## config.mk

```make
export PLATFORM = sky130hd
export DESIGN_NAME = hack_cpu_core
export DESIGN_NICKNAME = d
export VERILOG_FILES = /design/src/rtl/hack_cpu_core.sv
export SDC_FILE = /design/constraint.sdc
export NUM_CORES = 1
export LEC_CHECK = 0
export ABC_AREA = 1
export BUFFER_PORTS_ARGS = -buffer_cell sky130_fd_sc_hd__buf_2
export CELL_PAD_IN_SITES_DETAIL_PLACEMENT = 1
export CELL_PAD_IN_SITES_GLOBAL_PLACEMENT = 2
export CORE_MARGIN = 2
export CORE_UTILIZATION = 32
export DETAILED_ROUTE_END_ITERATION = 8
export GPL_TIMING_DRIVEN = 0
export PLACE_DENSITY_LB_ADDON = 0.1
export SLEW_MARGIN = 15
export SYNTH_ARGS = -nofsm -noshare
export SYNTH_HDL_FRONTEND = slang
export SYNTH_SLANG_ARGS = --single-unit
```

## constraint.sdc

```tcl
create_clock -name clk -period 8.89 [get_ports clk]
set_input_delay 0.4445 -clock clk [delete_from_list [all_inputs] [get_ports clk]]
set_output_delay 0.4445 -clock clk [all_outputs]
set_load 0.005 [all_outputs]
```

## src/rtl/hack_cpu_core.sv

```systemverilog
// Hack CPU execution core: instruction decode, ALU, and the A/D/PC registers.
// Single-cycle: one instruction retires on each clk edge with inst_valid=1.
// address_m and pc come straight from registers; the jump target and the store
// address always use A as it was before the edge.
module hack_cpu_core #(
    parameter logic [14:0] RESET_PC = 15'h0000
) (
    input  logic        clk,
    input  logic        rst_n,
    input  logic [15:0] instruction,
    input  logic        inst_valid,
    input  logic [15:0] in_m,
    output logic [15:0] out_m,
    output logic        write_m,
    output logic [14:0] address_m,
    output logic [14:0] pc
);

    // Architectural state
    logic [15:0] a_reg, a_next;
    logic [15:0] d_reg, d_next;
    logic [14:0] pc_reg, pc_next;

    // Instruction fields. Bits [14:13] of a C-instruction carry no meaning.
    logic is_c;
    logic sel_m;
    logic zx, nx, zy, ny, f, no;
    logic dest_a, dest_d, dest_m;
    logic j_lt, j_eq, j_gt;
    logic unused_bits;

    assign is_c        = instruction[15];
    assign sel_m       = instruction[12];
    assign zx          = instruction[11];
    assign nx          = instruction[10];
    assign zy          = instruction[9];
    assign ny          = instruction[8];
    assign f           = instruction[7];
    assign no          = instruction[6];
    assign dest_a      = instruction[5];
    assign dest_d      = instruction[4];
    assign dest_m      = instruction[3];
    assign j_lt        = instruction[2];
    assign j_eq        = instruction[1];
    assign j_gt        = instruction[0];
    assign unused_bits = ^instruction[14:13];

    // ALU datapath: x is always D, y is A or the memory read value
    logic [15:0] alu_x, alu_y;
    logic [15:0] x_pre, y_pre;
    logic [15:0] alu_f;
    logic [15:0] alu_out;
    logic        zr, ng;

    assign alu_x = d_reg;
    assign alu_y = sel_m ? in_m : a_reg;

    // Per-bit operand preconditioning: zero first, then optional invert
    generate
        for (genvar gi = 0; gi < 16; gi++) begin : g_pre
            assign x_pre[gi] = (alu_x[gi] & ~zx) ^ nx;
            assign y_pre[gi] = (alu_y[gi] & ~zy) ^ ny;
        end
    endgenerate

    assign alu_f   = f ? (x_pre + y_pre) : (x_pre & y_pre);
    assign alu_out = no ? ~alu_f : alu_f;
    assign zr      = (alu_out == 16'h0000);
    assign ng      = alu_out[15];

    // Jump decision from the flags of the result computed this cycle
    logic        take_jump;
    logic [14:0] pc_inc;

    assign take_jump = (j_lt & ng) | (j_eq & zr) | (j_gt & ~zr & ~ng);
    assign pc_inc    = pc_reg + 15'd1;

    // Next-state selection; a stalled cycle holds every register
    always_comb begin
        a_next  = a_reg;
        d_next  = d_reg;
        pc_next = pc_reg;
        if (inst_valid) begin
            if (!is_c) begin
                a_next  = instruction;
                pc_next = pc_inc;
            end else begin
                if (dest_a) a_next = alu_out;
                if (dest_d) d_next = alu_out;
                pc_next = take_jump ? a_reg[14:0] : pc_inc;
            end
        end
    end

    // State registers with synchronous active-low reset
    always_ff @(posedge clk) begin
        if (!rst_n) begin
            a_reg  <= 16'h0000;
            d_reg  <= 16'h0000;
            pc_reg <= RESET_PC;
        end else begin
            a_reg  <= a_next;
            d_reg  <= d_next;
            pc_reg <= pc_next;
        end
    end

    assign out_m     = alu_out;
    assign write_m   = rst_n & inst_valid & is_c & dest_m;
    assign address_m = a_reg[14:0];
    assign pc        = pc_reg;

endmodule

```

==> out/results.tsv, run 1 <==
stage	metric	value	unit
sta	setup_viol	0	
drt	drtIter0Drc	221	
grt	grt_pass1_vias	5323	
placed_design	dp_slack	4030	ps
sta	fin_ws	4340	ps
power_and_ir_drop	power_density	150	nW/um^2
drt	wl	18.8	mm
clock_tree	clock_latency	300	ps
grt	grt_pass1_wl	29.4	mm
synth	yosys-top-cells-count	nand2_1 (214), inv_1 (109), nand3_1 (101), a21oi_1 (55), dfxtp_1 (47)	
sta	clock.fmax	220	MHz
synth	synth_ff_type	dfxtp_1	
synth	async_reset_ff_frac	0	
critical_path	critPathLaunchType	input port	
placed_design	numPortBuffers	76	
sta	tightestPinTransition	758	ps
clock_tree	clkSlewWorstSetupHoldPaths	70	ps
floorplanning	boundaryPins	82	
synth	synth_area	4680	sq um
synth	syn_avg_cell_area	6.04	sq um
synth	ys_seq_area_frac	0.201	
critical_path	end_kind	register	
final_layout	syn_to_final_growth	16.1	%
synth	synth-edff-count	0	
final_layout	design_area	5430	sq um
run	max_cap_viol_count	0	
floorplanning	row_count	44	
grt	grt_use_total	0.238	
final_layout	nets	911	
sta	hold_viol	0	
worst_hold_path	worstHoldStart	pc[11]	
clock_tree	post-cts-setup-buffer-count	0	
floorplanning	die_y	125	um
synth	ys_types	33	
power_and_ir_drop	leakage	2.80	nW
synth	synth_nets	828	
placed_design	placed_area	5290	sq um
synth	synth_top_cell_area_share	0.201	
sta	fin_crit_sh	0.512	
critical_path	crit_top_cell	nand3_1	
clock_tree	clk_path_buf_depth	2	
clock_tree	clock-root-buffer	clkbuf_16	
clock_tree	clkSinkCount	47	
grt	overflow	0	
synth	synthTopCellsByArea	dfxtp_1 (20%), nand2_1 (17%), nand3_1 (11%), inv_1 (8.7%), xor2_1 (7.7%)	
floorplanning	die_area	15600	sq um
final_layout	diodes	0	
sta	tns	0	ps
final_layout	fillers	1951	
drt	dr.pass1.iters	4	
synth	yosysWarnings	0	
sta	skew	10.4	ps
critical_path	required	9040	ps
floorplanning	die_w	125	um
synth	synth.most_common_cell	nand2_1	
clock_tree	htree_num_levels	2	
critical_path	crit_start	instruction[10]	
worst_hold_path	hold_class	reg2reg	
drt	ant_nets	0	
critical_path	cp_slowest_cell	clkbuf_1	
clock_tree	postCtsResizedCells	0	
final_layout	drive_gt1_frac	0.171	
power_and_ir_drop	total_power	818	uW
synth	syn_inst	775	
critical_path	crit_arrival	4700	ps
grt	antenna_found_initial	0	
drt	drcViolationCount	0	
floorplanning	start_util	0.325	
drt	routedWlPerCell	18.1	um
sta	rsz0062_at_grt	false	
power_and_ir_drop	irDropWorstVdd	0.0776	mV
critical_path	cpPeakStageDelay	600	ps
sta	slew_violations	0	
synth	ys_ff_latch	47	
clock_tree	postCtsHoldBufs	0	
synth	synth_top_area_cell	dfxtp_1	
critical_path	cp_max_fo	10	
placed_design	place_congestion	0.858	
sta	relSlewSlack	0.495	
clock_tree	cts_tree	done	
placed_design	dp_hpwl	15.8	mm
drt	vias	5272	
critical_path	regToRegStartpoint	a_reg[0]	
clock_tree	cts_buffers	5	
sta	finalCriticalPeriod	4550	ps
floorplanning	core-area	14400	sq um
run_status	outcome	complete, no violations	
critical_path	critical_path_class	in2reg	
grt	grt_max_degree	15	
drt	viasPerCell	5.05	
critical_path	cp_cell_sequence	clkbuf_1 -> clkbuf_1 -> xnor2_1 -> ha_1 -> fa_1 -> inv_1 -> nand2_1 -> nand3_1 -> nand2_1 -> nand2_1 -> nand2_1 -> nor2_1 -> nand3_1 -> nor2_1 -> nand3_1 -> nor2_1 -> nand3_1 -> o21bai_1 -> nand3_2 -> nand2_4 -> buf_6 -> nand2_2 -> nand3_1 -> a21oi_1	
## path summary, 6_finish.rpt
check | end | depth (start not counted) | slack, ps
min reg2reg | pc[11] | 2 | 490
min | pc[11] | 2 | 490
max reg2reg | pc[8] | 25 | 4810
max | pc[8] | 24 | 4340
## cells by family after synthesis
family	count (synthesis)	share of synthesized area
compound gates	119	0.148
fa+ha+maj	18	0.0497
buf+inv	167	0.159
simple gates	379	0.358
xor+xnor	45	0.0842
flops	47	0.201
## critical path, delay by kind of cell
kind / cells / cell delay [ps]
and+or+nand+nor: 15 / 1700
buffers and inverters: 4 / 1280
adders and majority gates: 2 / 810
AOI/OAI and AO/OA: 2 / 240
xor gates and xnor gates: 1 / 210
## layout by cell type (no fill, tap or decap), types with 2 or more instances in the layout
cell type,Yosys,layout
nand2_1,214,214
inv_1,109,109
nand3_1,101,101
buf_2,6,82
a21oi_1,55,55
dfxtp_1,47,47
xor2_1,41,41
o21ai_0,31,31
nor2_1,23,23
clkbuf_1,21,22
buf_4,17,17
ha_1,17,17
nand2_2,16,16
o21bai_1,10,10
a221oi_1,10,10
o211ai_1,8,8
nand4_1,7,7
buf_6,6,6
nand3_2,5,5
clkbuf_16,0,5
nor2_2,4,4
xnor2_1,4,4
inv_2,3,3
a21oi_2,3,3
buf_1,3,3
and2_1,2,2
clkinv_1,2,2
or2_2,2,2
nand3b_1,2,2
nor3_1,2,2
## final cells by class
cell class / instances / area [sq um] / share of cell area
plain buffers: 53 / 315 / 0.0580
clock buffers: 6 / 129 / 0.0237
clock inverters: 2 / 12.5 / 0.00230
inverters: 114 / 428 / 0.0788
multi-input cells: 561 / 3000 / 0.552
flip-flops and latches: 47 / 941 / 0.173
well taps: 184 / 230 / 0.0424
repair buffers: 76 / 380 / 0.0700
## power breakdown
part | switching [mW] | internal [mW]
Clock | 0.0867 | 0.104
Sequential | 0.0132 | 0.226
Combinational | 0.253 | 0.135
Total | 0.352 | 0.465
## routing by layer
layer | track usage | wire, um | part of all wire | up-vias
met2 | 0.408 | 8850 | 0.47 | 108
met3 | 0.0261 | 639 | 0.034 | 16
met1 | 0.329 | 9120 | 0.48 | 2512
met5 | 0 | 0 | 0 | -
met4 | 0.0386 | 225 | 0.012 | 0
li1 | - | - | - | 2636
## metrics by stage
stage,instances,util,hold WS (ps)
2_1_floorplan,775,-,446
3_3_place_gp,1035,0.367,469
3_5_place_dp,1035,0.367,480
4_1_cts,1043,0.377,491
5_1_grt,1043,0.377,528
6_report,1043,0.377,486
Power figures use the tool's default switching activity.
==> run 2, diff against run 1 <==
--- a/config.mk
+++ b/config.mk
@@ -10,7 +10,7 @@
 export CELL_PAD_IN_SITES_DETAIL_PLACEMENT = 1
 export CELL_PAD_IN_SITES_GLOBAL_PLACEMENT = 2
 export CORE_MARGIN = 2
-export CORE_UTILIZATION = 32
+export CORE_UTILIZATION = 30
 export DETAILED_ROUTE_END_ITERATION = 8
 export GPL_TIMING_DRIVEN = 0
 export PLACE_DENSITY_LB_ADDON = 0.1
==> constraint.sdc (replaced) <==
create_clock -name clk -period 4.4 [get_ports clk]
set_input_delay 0.22 -clock clk [delete_from_list [all_inputs] [get_ports clk]]
set_output_delay 0.22 -clock clk [all_outputs]
set_load 0.005 [all_outputs]
==> run 2 against run 1 <==
Against the previous run:
- clock skew increased by 1.6 ps
- final area increased by 0.51%
- hold slack lost 180 ps
- register-to-register slack worse by 4400 ps
- wire length up 2.2%
- critical endpoint is now pc[11]
- largest power group unchanged
==> out/results.tsv, run 2 (same netlist as run 1, synthesis figures left out) <==
stage	metric	value	unit	change
placed_design	dp_hpwl	16.1	mm	+2.0%
placed_design	place_congestion	0.843		-1.7%
worst_hold_path	worstHoldStart	instruction[13]		
sta	relSlewSlack	0.562		+0.0672
sta	fin_hold_ws	304	ps	-182 ps
run_status	outcome	complete, no violations		
power_and_ir_drop	leakage	2.82	nW	+0.72%
grt	grt_pass1_vias	5361		+0.71%
critical_path	crit_arrival	4180	ps	-520 ps
final_layout	final_cell_count_no_fill	1046		+0.29%
power_and_ir_drop	power_density	309	nW/um^2	+110%
run	max_cap_viol_count	0		unchanged
critical_path	timing.rr.end	pc[11]		
critical_path	cp_max_fo	10		unchanged
critical_path	rr_worst_depth	24		-4.0%
sta	hold_viol	0		unchanged
final_layout	diodes	0		unchanged
critical_path	critPathLaunchType	register		
final_layout	fin_util	0.359		-0.0175
sta	rsz0062_at_grt	false		
worst_hold_path	whs_path_depth	3		+1
critical_path	cp_cell_sequence	inv_1 -> a21oi_1 -> o21ai_0 -> xor2_1 -> ha_2 -> fa_2 -> nand2_1 -> nand2_1 -> nand2_1 -> nand2_1 -> nand2_1 -> nor2_1 -> nand3_1 -> nor2_1 -> nand3_1 -> nor2_1 -> nand3_1 -> o21bai_1 -> nand3_2 -> nand2_4 -> buf_6 -> nand2_2 -> nand3_1 -> a21oi_1		
final_layout	fillers	2055		+5.3%
clock_tree	postCtsHoldBufs	0		unchanged
drt	viasPerCell	5.03		-0.55%
sta	skew	12.0	ps	+1.58 ps
sta	tns	0	ps	unchanged
grt	grt_pass1_wl	30.0	mm	+2.0%
critical_path	critical_path_class	reg2reg		
critical_path	reg2reg_setup_slack	360	ps	-4450 ps
floorplanning	die_y	129	um	+3.2%
clock_tree	post-cts-setup-buffer-count	0		unchanged
drt	vias	5258		-0.27%
critical_path	end_kind	register		
grt	grt_use_total	0.235		-0.00290
drt	drtIter0Drc	311		+41%
grt	antenna_found_initial	0		unchanged
sta	fin_crit_sh	0.918		
drt	routedWlPerCell	18.4	um	+1.9%
drt	drcViolationCount	0		unchanged
sta	fin_ws	363	ps	-3980 ps
sta	finalCriticalPeriod	4040	ps	
critical_path	cpPeakStageDelay	530	ps	-70 ps
sta	clock.fmax	248	MHz	
final_layout	syn_to_final_growth	16.7	%	
critical_path	cp_slowest_cell	fa_2		
clock_tree	clkSlewWorstSetupHoldPaths	80	ps	about the same
floorplanning	die_w	129	um	+3.2%
sta	setup_viol	0		unchanged
grt	grt_max_degree	16		+1
critical_path	crit_top_cell	nand2_1		
placed_design	dp.cells	1039		+0.39%
floorplanning	start_util	0.308		-0.0166
clock_tree	htree_num_levels	2		unchanged
sta	slew_violations	0		unchanged
worst_hold_path	min_to	a_reg[13]		
floorplanning	core-area	15200	sq um	+5.4%
drt	wl	19.3	mm	+2.2%
final_layout	final_cell_mix	nand2_1 (214), inv_1 (109), nand3_1 (101)		
final_layout	nets	910		-0.11%
clock_tree	clkSinkCount	47		unchanged
critical_path	regToRegStartpoint	a_reg[0]		
power_and_ir_drop	total_power	1.69	mW	+110%
drt	ant_nets	0		unchanged
clock_tree	clock-root-buffer	clkbuf_16		
clock_tree	cts_tree	done		
critical_path	required	4550	ps	-4490 ps
clock_tree	clock_latency	300	ps	about the same
placed_design	dp_slack	-315	ps	-4350 ps
placed_design	placed_area	5300	sq um	about the same
clock_tree	cts_buffers	5		unchanged
final_layout	drive_gt1_frac	0.182		+0.0107
floorplanning	row_count	45		+2.3%
sta	tightestPinTransition	657	ps	-101 ps
grt	overflow	0		unchanged
placed_design	numPortBuffers	76		unchanged
floorplanning	boundaryPins	82		unchanged
floorplanning	die_area	16600	sq um	+6.4%
final_layout	design_area	5460	sq um	+0.51%
final_layout	final_common_cell	nand2_1		
worst_hold_path	hold_class	in2reg		
power_and_ir_drop	irDropWorstVdd	0.176	mV	+130%
clock_tree	clk_path_buf_depth	2		unchanged
drt	dr.pass1.iters	4		unchanged
-- run 2: worst max-delay path by stage --
stage,startpoint,to,slack [ps]
final,a_reg[0],pc[11],360
after global routing,a_reg[0],pc[11],3
after CTS,instruction[12],pc[11],220
after detailed placement,instruction[10],pc[11],-320
after global placement,instruction[10],pc[11],-260
after floorplan,instruction[10],pc[6],840
-- run 2: final cells by class --
cell class	count	area, sq um	share of cell area
plain buffers	52	319	0.0584
clock buffers	6	139	0.0254
clock inverters	2	16.3	0.00298
inverters	114	428	0.0784
multi-input cells	561	3000	0.550
flip-flops and latches	47	941	0.172
well taps	188	235	0.0431
repair buffers	76	380	0.0697
-- run 2: what timing repair did --
action | CTS | global route
resized for setup | 1 | 11
endpoints found under the setup margin | 1 | 10
pin swaps | 0 | 1
-- run 2: worst max-delay path: cells and delay by family, from the launching register on --
family / cells / cell delay (ps)
xor gates and xnor gates: 1 / 160
DFF: 1 / 400
and+or+nand+nor: 15 / 1690
AOI/OAI and AO/OA: 4 / 550
adders and majority gates: 2 / 770
buffers and inverters: 2 / 300
-- run 2: power breakdown --
part	internal (mW)	switching, mW	total (mW)	leakage, nW
Sequential	0.456	0.0263	0.482	0.386
Combinational	0.275	0.514	0.790	2.36
Clock	0.228	0.189	0.417	0.0731
Total	0.959	0.730	1.69	2.82
-- run 2: layer usage --
metal | share of wire | vias to the layer above | wire, um | track usage
li1 | - | 2628 | - | -
met1 | 0.48 | 2529 | 9330 | 0.323
met2 | 0.47 | 93 | 9140 | 0.405
met3 | 0.031 | 8 | 589 | 0.0254
met4 | 0.010 | 0 | 194 | 0.0345
met5 | 0 | - | 0 | 0
